$ cat config.mk
export PLATFORM = sky130hd
export DESIGN_NAME = dcache_responder_flat
export DESIGN_NICKNAME = d
export VERILOG_FILES = /design/src/rtl/dcache_responder_pkg.sv /design/src/rtl/dcache_responder_if.sv /design/src/rtl/dcache_data_align.sv /design/src/rtl/dcache_responder.sv /design/src/flat_wrapper.sv
export SDC_FILE = /design/constraint.sdc
export NUM_CORES = 2
export LEC_CHECK = 0
export BUFFER_PORTS_ARGS = -buffer_cell sky130_fd_sc_hd__buf_2
export CAP_MARGIN = 20
export CORE_MARGIN = 4
export CORE_UTILIZATION = 45
export CTS_CLUSTER_SIZE = 20
export DETAILED_ROUTE_END_ITERATION = 10
export GPL_ROUTABILITY_DRIVEN = 1
export PLACE_DENSITY = 0.61
export SLEW_MARGIN = 25
export SYNTH_ARGS = -nofsm -noshare
export SYNTH_HDL_FRONTEND = slang
export SYNTH_SLANG_ARGS = --single-unit
$ cat constraint.sdc
create_clock -name CLOCK -period 14 [get_ports CLOCK]
set_clock_uncertainty 0.05 [all_clocks]
set_input_delay 2.8 -clock CLOCK [delete_from_list [all_inputs] [get_ports CLOCK]]
set_output_delay 2.8 -clock CLOCK [all_outputs]
set_load 0.02 [all_outputs]
$ cat src/rtl/dcache_responder_pkg.sv
// Shared encodings and the FSM state type for the data-cache responder.
// Optional statistics counters are enabled by defining DCACHE_STATS_EN.
package dcache_responder_pkg;

    localparam logic [2:0] MrLb  = 3'b001;
    localparam logic [2:0] MrLh  = 3'b010;
    localparam logic [2:0] MrLw  = 3'b011;
    localparam logic [2:0] MrLbu = 3'b101;
    localparam logic [2:0] MrLhu = 3'b110;

    localparam logic [1:0] MwNone = 2'b00;
    localparam logic [1:0] MwSb   = 2'b01;
    localparam logic [1:0] MwSh   = 2'b10;
    localparam logic [1:0] MwSw   = 2'b11;

    typedef enum logic [1:0] {
        StIdle      = 2'b00,
        StWriteback = 2'b01,
        StAllocate  = 2'b10,
        StFill      = 2'b11
    } state_e;

    // Unlisted MEM_READ codes (100, 111) behave as "no read".
    function automatic logic is_read_op(input logic [2:0] op);
        return op inside {MrLb, MrLh, MrLw, MrLbu, MrLhu};
    endfunction

endpackage

$ cat src/rtl/dcache_responder_if.sv
// CPU request/response and main-memory block bus of the data-cache responder.
// slave = the cache; master = the CPU stage plus main-memory model around it.
interface dcache_responder_if;

    logic [2:0]   MEM_READ;
    logic [1:0]   MEM_WRITE;
    logic [31:0]  ADDRESS;
    logic [31:0]  WRITE_DATA;
    logic [31:0]  READ_DATA;
    logic         BUSYWAIT;
    logic         MAIN_READ;
    logic         MAIN_WRITE;
    logic [27:0]  MAIN_ADDRESS;
    logic [127:0] MAIN_WRITE_DATA;
    logic [127:0] MAIN_READ_DATA;
    logic         MAIN_BUSYWAIT;

    modport slave (
        input  MEM_READ, MEM_WRITE, ADDRESS, WRITE_DATA, MAIN_READ_DATA, MAIN_BUSYWAIT,
        output READ_DATA, BUSYWAIT, MAIN_READ, MAIN_WRITE, MAIN_ADDRESS, MAIN_WRITE_DATA
    );

    modport master (
        output MEM_READ, MEM_WRITE, ADDRESS, WRITE_DATA, MAIN_READ_DATA, MAIN_BUSYWAIT,
        input  READ_DATA, BUSYWAIT, MAIN_READ, MAIN_WRITE, MAIN_ADDRESS, MAIN_WRITE_DATA
    );

endinterface

$ cat src/rtl/dcache_data_align.sv
// Combinational lane logic: selects and extends load bytes/halves from a cache line
// and merges store bytes into a copy of that line.
module dcache_data_align
    import dcache_responder_pkg::*;
(
    input  logic [127:0] line_i,
    input  logic [1:0]   word_i,
    input  logic [1:0]   byte_i,
    input  logic [2:0]   mem_read_i,
    input  logic [1:0]   mem_write_i,
    input  logic [31:0]  write_data_i,
    output logic [31:0]  load_data_o,
    output logic [127:0] line_o
);

    logic [31:0] word;
    logic [7:0]  sel_byte;
    logic [15:0] sel_half;
    logic [31:0] new_word;

    always_comb begin
        word     = line_i[{word_i, 5'b0} +: 32];
        sel_byte = word[{byte_i, 3'b0} +: 8];
        // Halfword accesses drop byte_i[0]; word accesses drop byte_i entirely.
        sel_half = word[{byte_i[1], 4'b0} +: 16];

        case (mem_read_i)
            MrLb:    load_data_o = {{24{sel_byte[7]}}, sel_byte};
            MrLh:    load_data_o = {{16{sel_half[15]}}, sel_half};
            MrLw:    load_data_o = word;
            MrLbu:   load_data_o = {24'b0, sel_byte};
            MrLhu:   load_data_o = {16'b0, sel_half};
            default: load_data_o = '0;
        endcase

        new_word = word;
        case (mem_write_i)
            MwSb:    new_word[{byte_i, 3'b0} +: 8] = write_data_i[7:0];
            MwSh:    new_word[{byte_i[1], 4'b0} +: 16] = write_data_i[15:0];
            MwSw:    new_word = write_data_i;
            default: ;
        endcase

        line_o = line_i;
        line_o[{word_i, 5'b0} +: 32] = new_word;
    end

endmodule

$ cat src/rtl/dcache_responder.sv
// Direct-mapped, write-back, write-allocate data cache answering CPU loads/stores.
// Define DCACHE_STATS_EN to add the HIT_COUNT / MISS_COUNT statistics outputs.
module dcache_responder
    import dcache_responder_pkg::*;
#(
    parameter int unsigned INDEX_BITS = 3
) (
    input  logic        CLOCK,
    input  logic        RESET,
`ifdef DCACHE_STATS_EN
    output logic [31:0] HIT_COUNT,
    output logic [31:0] MISS_COUNT,
`endif
    dcache_responder_if.slave bus
);

    localparam int unsigned Sets = 1 << INDEX_BITS;
    localparam int unsigned TagW = 28 - INDEX_BITS;

    state_e state_q, state_d;

    logic [Sets-1:0] valid_q;
    logic [Sets-1:0] dirty_q;
    logic [TagW-1:0] tag_q  [Sets];
    logic [127:0]    data_q [Sets];

    logic [INDEX_BITS-1:0] idx;
    logic [TagW-1:0]       tag;
    logic                  rd_req;
    logic                  wr_req;
    logic                  req;
    logic                  hit;
    logic [127:0]          line;
    logic [127:0]          merged_line;
    logic [31:0]           load_data;
    logic                  fill_en;
    logic                  store_en;

    assign idx    = bus.ADDRESS[3+INDEX_BITS:4];
    assign tag    = bus.ADDRESS[31:4+INDEX_BITS];
    assign rd_req = is_read_op(bus.MEM_READ);
    assign wr_req = (bus.MEM_WRITE != MwNone);
    assign req    = rd_req | wr_req;
    assign line   = data_q[idx];
    assign hit    = valid_q[idx] && (tag_q[idx] == tag);

    assign bus.MAIN_WRITE_DATA = line;

    dcache_data_align u_align (
        .line_i       (line),
        .word_i       (bus.ADDRESS[3:2]),
        .byte_i       (bus.ADDRESS[1:0]),
        .mem_read_i   (bus.MEM_READ),
        .mem_write_i  (bus.MEM_WRITE),
        .write_data_i (bus.WRITE_DATA),
        .load_data_o  (load_data),
        .line_o       (merged_line)
    );

    always_comb begin
        state_d          = state_q;
        bus.BUSYWAIT     = 1'b0;
        bus.READ_DATA    = '0;
        bus.MAIN_READ    = 1'b0;
        bus.MAIN_WRITE   = 1'b0;
        bus.MAIN_ADDRESS = bus.ADDRESS[31:4];
        fill_en          = 1'b0;
        store_en         = 1'b0;

        case (state_q)
            StIdle: begin
                if (req) begin
                    if (hit) begin
                        store_en = wr_req;
                        // A simultaneous store wins, so the load result is suppressed.
                        if (!wr_req) bus.READ_DATA = load_data;
                    end else begin
                        bus.BUSYWAIT = 1'b1;
                        state_d      = dirty_q[idx] ? StWriteback : StAllocate;
                    end
                end
            end
            StWriteback: begin
                bus.BUSYWAIT     = 1'b1;
                bus.MAIN_WRITE   = 1'b1;
                bus.MAIN_ADDRESS = {tag_q[idx], idx};
                if (!bus.MAIN_BUSYWAIT) state_d = StAllocate;
            end
            StAllocate: begin
                bus.BUSYWAIT  = 1'b1;
                bus.MAIN_READ = 1'b1;
                if (!bus.MAIN_BUSYWAIT) state_d = StFill;
            end
            StFill: begin
                bus.BUSYWAIT = 1'b1;
                fill_en      = 1'b1;
                state_d      = StIdle;
            end
            default: state_d = StIdle;
        endcase

        // Outputs go quiet the instant reset rises, not at the next edge.
        if (RESET) begin
            bus.BUSYWAIT   = 1'b0;
            bus.READ_DATA  = '0;
            bus.MAIN_READ  = 1'b0;
            bus.MAIN_WRITE = 1'b0;
            fill_en        = 1'b0;
            store_en       = 1'b0;
        end
    end

    always_ff @(posedge CLOCK or posedge RESET) begin
        if (RESET) begin
            state_q <= StIdle;
            valid_q <= '0;
            dirty_q <= '0;
        end else begin
            state_q <= state_d;
            if (fill_en) begin
                valid_q[idx] <= 1'b1;
                dirty_q[idx] <= 1'b0;
            end else if (store_en) begin
                dirty_q[idx] <= 1'b1;
            end
        end
    end

    // Tag and data storage need no reset; valid bits gate their use.
    always_ff @(posedge CLOCK) begin
        if (fill_en) begin
            data_q[idx] <= bus.MAIN_READ_DATA;
            tag_q[idx]  <= tag;
        end else if (store_en) begin
            data_q[idx] <= merged_line;
        end
    end

`ifdef DCACHE_STATS_EN
    logic [31:0] hit_count_q;
    logic [31:0] miss_count_q;
    logic        retry_q;

    // retry_q marks the IDLE cycle right after a fill, whose hit is the replay of a counted miss.
    always_ff @(posedge CLOCK or posedge RESET) begin
        if (RESET) begin
            hit_count_q  <= '0;
            miss_count_q <= '0;
            retry_q      <= 1'b0;
        end else begin
            retry_q <= (state_q == StFill);
            if ((state_q == StIdle) && req && !retry_q) begin
                if (hit) hit_count_q <= hit_count_q + 32'd1;
                else     miss_count_q <= miss_count_q + 32'd1;
            end
        end
    end

    assign HIT_COUNT  = hit_count_q;
    assign MISS_COUNT = miss_count_q;
`endif

endmodule

$ cat src/flat_wrapper.sv
// flat-port wrapper written by rule: the top's interface ports become plain ports
module dcache_responder_flat import dcache_responder_pkg::*;
#(
    parameter int unsigned INDEX_BITS = 3
)
  (CLOCK, RESET, bus_MEM_READ, bus_MEM_WRITE, bus_ADDRESS, bus_WRITE_DATA, bus_MAIN_READ_DATA, bus_MAIN_BUSYWAIT, bus_READ_DATA, bus_BUSYWAIT, bus_MAIN_READ, bus_MAIN_WRITE, bus_MAIN_ADDRESS, bus_MAIN_WRITE_DATA);
  dcache_responder_if bus_i ();
  input  logic CLOCK;
  input  logic RESET;
  input wire logic [$bits(bus_i.MEM_READ)-1:0] bus_MEM_READ;
  input wire logic [$bits(bus_i.MEM_WRITE)-1:0] bus_MEM_WRITE;
  input wire logic [$bits(bus_i.ADDRESS)-1:0] bus_ADDRESS;
  input wire logic [$bits(bus_i.WRITE_DATA)-1:0] bus_WRITE_DATA;
  input wire logic [$bits(bus_i.MAIN_READ_DATA)-1:0] bus_MAIN_READ_DATA;
  input wire logic [$bits(bus_i.MAIN_BUSYWAIT)-1:0] bus_MAIN_BUSYWAIT;
  output wire logic [$bits(bus_i.READ_DATA)-1:0] bus_READ_DATA;
  output wire logic [$bits(bus_i.BUSYWAIT)-1:0] bus_BUSYWAIT;
  output wire logic [$bits(bus_i.MAIN_READ)-1:0] bus_MAIN_READ;
  output wire logic [$bits(bus_i.MAIN_WRITE)-1:0] bus_MAIN_WRITE;
  output wire logic [$bits(bus_i.MAIN_ADDRESS)-1:0] bus_MAIN_ADDRESS;
  output wire logic [$bits(bus_i.MAIN_WRITE_DATA)-1:0] bus_MAIN_WRITE_DATA;
  assign bus_i.MEM_READ = bus_MEM_READ;
  assign bus_i.MEM_WRITE = bus_MEM_WRITE;
  assign bus_i.ADDRESS = bus_ADDRESS;
  assign bus_i.WRITE_DATA = bus_WRITE_DATA;
  assign bus_i.MAIN_READ_DATA = bus_MAIN_READ_DATA;
  assign bus_i.MAIN_BUSYWAIT = bus_MAIN_BUSYWAIT;
  assign bus_READ_DATA = bus_i.READ_DATA;
  assign bus_BUSYWAIT = bus_i.BUSYWAIT;
  assign bus_MAIN_READ = bus_i.MAIN_READ;
  assign bus_MAIN_WRITE = bus_i.MAIN_WRITE;
  assign bus_MAIN_ADDRESS = bus_i.MAIN_ADDRESS;
  assign bus_MAIN_WRITE_DATA = bus_i.MAIN_WRITE_DATA;
  dcache_responder #(.INDEX_BITS(INDEX_BITS)) u_core (.CLOCK(CLOCK), .RESET(RESET), .bus(bus_i));
endmodule
==> impl_metrics.yaml <==
run_status:
  status: "complete, no violations"
setup_path:
  max_stage_delay_ns: 0.83
  cpMaxStageDelayCell: "a31oi_1"
  worstPathRequired_ns: 11.15
  r2r_end: "u_core.data_q[1][24]"
  crit_family: "buffers and inverters"
  crit_fanout: 69
  endpoint_kind: "output port"
  reg2reg_depth: 10
  endpoint: "bus_READ_DATA[31]"
  worst_setup_path_start_kind: "input port"
  worstPathCellList: "buf_8 > buf_4 > and3b_4 > a22oi_1 > and2_1 > nor2_1 > a2111oi_0 > and4_1 > nand4_1 > buf_4 > a31oi_1 > buf_2"
  arrival_ns: 8.26
  crit_start: "bus_ADDRESS[6]"
  rr_startpoint: "u_core.tag_q[3][1]"
  r2r_slack_ns: 9.18
  worst-path-stages: 12
  crit_top_cell: "buf_4"
  cp.buffers_inverters: 4
  critPathKind: "input port to output port"
floorplan:
  initial_core_util: 0.4540
  die_area_um2: 126800
  io_pins: 391
  row_count: 127
  fp.dieH_um: 356.1
  core_um2: 120100
  die_x_um: 356.1
pwr:
  switching_power_mw: 2.249
  swShare: 0.2581
  power_frac_comb: 0.128
  power_frac_seq: 0.484
  power_density_nw_per_um2: 139.6
  power.leakage_nw: 21.14
  clkPwrFrac: 0.387
  peakVddDrop_uv: 124.6
  intPower_mw: 6.464
global_route:
  grt_max_degree: 129
  first_global_vias: 33770
  grt_usage: 0.2911
  antenna_found_initial: 16
  grt_overflow: 0
  grt_pass1_wl_um: 262100
routing:
  vias_per_cell: 6.498
  vias: 35870
  dr.pass1.iters: 8
  drt-total-wl_um: 188500
  drc: 0
  drt-initial-drc-count: 5071
  wl_per_cell_um: 34.16
  ant_nets: 0
clocking:
  cts_htree_levels: 4
  postCtsSetupRepairBufs: 0
  cts.sinks: 1242
  root_buffer: "clkbuf_16"
  clk_pin_slew_ns: 0.06
  postCtsHoldBufs: 0
  cts_tree: "done"
  clock_latency_ns: 0.74
  cts_inserted_buffers: 132
  cts_buffer_depth: 3
  cts-resized-gates: 0
timing:
  finalMaxSlewViolations: 0
  fmax_mhz: 89.98
  worstMarginPinSlew_ns: 1.226
  hold_viol: 0
  finalSetupViolCount: 0
  rsz0062_at_grt: "no"
  relSlewSlack: 0.1826
  finalCritPeriodShare: 0.7938
  finalSetupTns_ns: 0
  min_period_ns: 11.11
  hold_ws_ns: 0.4204
worst_hold_path:
  hold_class: "flip-flop to flip-flop"
yosys:
  synth_top_area_cell: "edfxtp_1"
  syn-cell-area_um2: 54540
  postSynthCellCount: 3419
  synth_edf_count: 1224
  synthTopCellsByArea: "edfxtp_1, mux2_2, mux4_2"
  synth-seq-cells: 1242
  syn_nets: 3634
  yosys_most_used_dff: "edfxtp_1"
  synth_most_common_cell: "edfxtp_1"
  ys_top_cells_by_count: "edfxtp_1, mux2_2, nand2_1"
  ys_types: 82
  syn_area_per_cell_um2: 15.95
  ys_warn_count: 0
  synth_async_sr_flop_share: 0.01449
  seq_area_frac_synth: 0.6821
  yosys.area.top_type_share: 0.6739
finish:
  seq_area_um2: 37210
  n_fill_cell: 9957
  areaGrowthSynthToFinish_pct: 14.47
  multiInputGateArea_um2: 15850
  layout-drive-gt1-share: 0.2884
  fin_nets: 4013
  finalInstanceArea_um2: 62430
place:
  detailed_place_hpwl_um: 117000
  portBuffers: 390
  gp_congestion: 0.9479
  dpl_cell_area_um2: 58270
run:
  maxCapViolCount: 0
-- per-stage QoR --
stage | power, mW | utilization | cells | setup slack (ns)
2_1_floorplan | 4.925 | - | 3419 | 1.693
3_3_place_gp | 5.377 | 0.4850 | 5275 | 3.168
3_5_place_dp | 5.385 | 0.4851 | 5276 | 3.198
4_1_cts | 8.721 | 0.5194 | 5509 | 3.174
5_1_grt | 8.957 | 0.5195 | 5509 | 2.944
6_report | 8.713 | 0.5197 | 5520 | 2.887
-- state kept, by name, summed over array words and instances, names as in the netlist, named ones only --
name	cells
u_core.tag_q	200
u_core.data_q	1024
u_core.valid_q	8
u_core.state_q	2
-- worst min-delay path by stage --
stage	start	slack, ns	end	depth (start not counted)
3_5_place_dp	u_core.valid_q[4]	0.40	u_core.valid_q[4]	1
5_1_grt	u_core.valid_q[7]	0.43	u_core.valid_q[7]	1
2_1_floorplan	u_core.valid_q[2]	0.38	u_core.valid_q[2]	2
3_3_place_gp	u_core.valid_q[3]	0.40	u_core.valid_q[3]	1
6_report	u_core.valid_q[3]	0.42	u_core.valid_q[3]	1
4_1_cts	u_core.valid_q[4]	0.42	u_core.valid_q[4]	1
-- logic make-up (layout without fill, tap and decap cells) --
logic type | after synthesis | in the layout | synth area share
muxes | 534 | 534 | 0.1332
and+or+nand+nor | 499 | 499 | 0.04265
other | 0 | 11 | 0
adders and majority gates | 15 | 15 | 0.003441
DFF | 1242 | 1242 | 0.6821
AOI/OAI and AO/OA | 778 | 778 | 0.1046
buffers and inverters | 333 | 811 | 0.03106
xor gates and xnor gates | 18 | 18 | 0.002890
-- cell usage in the layout, fill, tap and decap left out, types with 70 or more instances in the layout --
| cell | netlist | final |
|---|---|---|
| mux2_2 | 256 | 256 |
| a21oi_1 | 98 | 91 |
| clkbuf_16 | 0 | 137 |
| nor2_1 | 136 | 131 |
| buf_4 | 47 | 89 |
| a22oi_1 | 114 | 114 |
| nand2_1 | 185 | 184 |
| mux2i_1 | 145 | 145 |
| buf_2 | 40 | 387 |
| mux4_2 | 127 | 127 |
| o21ai_0 | 111 | 111 |
| inv_1 | 84 | 82 |
| edfxtp_1 | 1224 | 1224 |
| o22ai_1 | 70 | 70 |
| a221oi_1 | 70 | 70 |
-- power groups by stage --
stage / sequential (mW) / combinational [mW] / clock (mW)
final: 4.22 / 1.12 / 3.38
after global routing: 4.22 / 1.16 / 3.57
after CTS: 4.22 / 1.09 / 3.41
after detailed placement: 4.29 / 1.09 / 0
after global placement: 4.29 / 1.09 / 0
after floorplan: 4.31 / 0.618 / 0
-- cell type report --
type                    instances  area share
multi-input cells            1844      0.2539
clock buffers                 159     0.05623
clock inverters                74    0.009860
well taps                    1612     0.03230
flip-flops and latches       1242      0.5959
inverters                      88    0.005351
repair buffers                490     0.04597
diodes                         11   0.0004409
-- per-layer routing --
metal,vias up,wire length [µm],global-route usage
li1,14610,-,-
met1,18320,73260,0.4050
met2,2517,83730,0.4357
met3,411,23890,0.08711
met4,8,7623,0.1072
met5,-,53,0
Note: power is estimated with default switching activity, not from simulation.
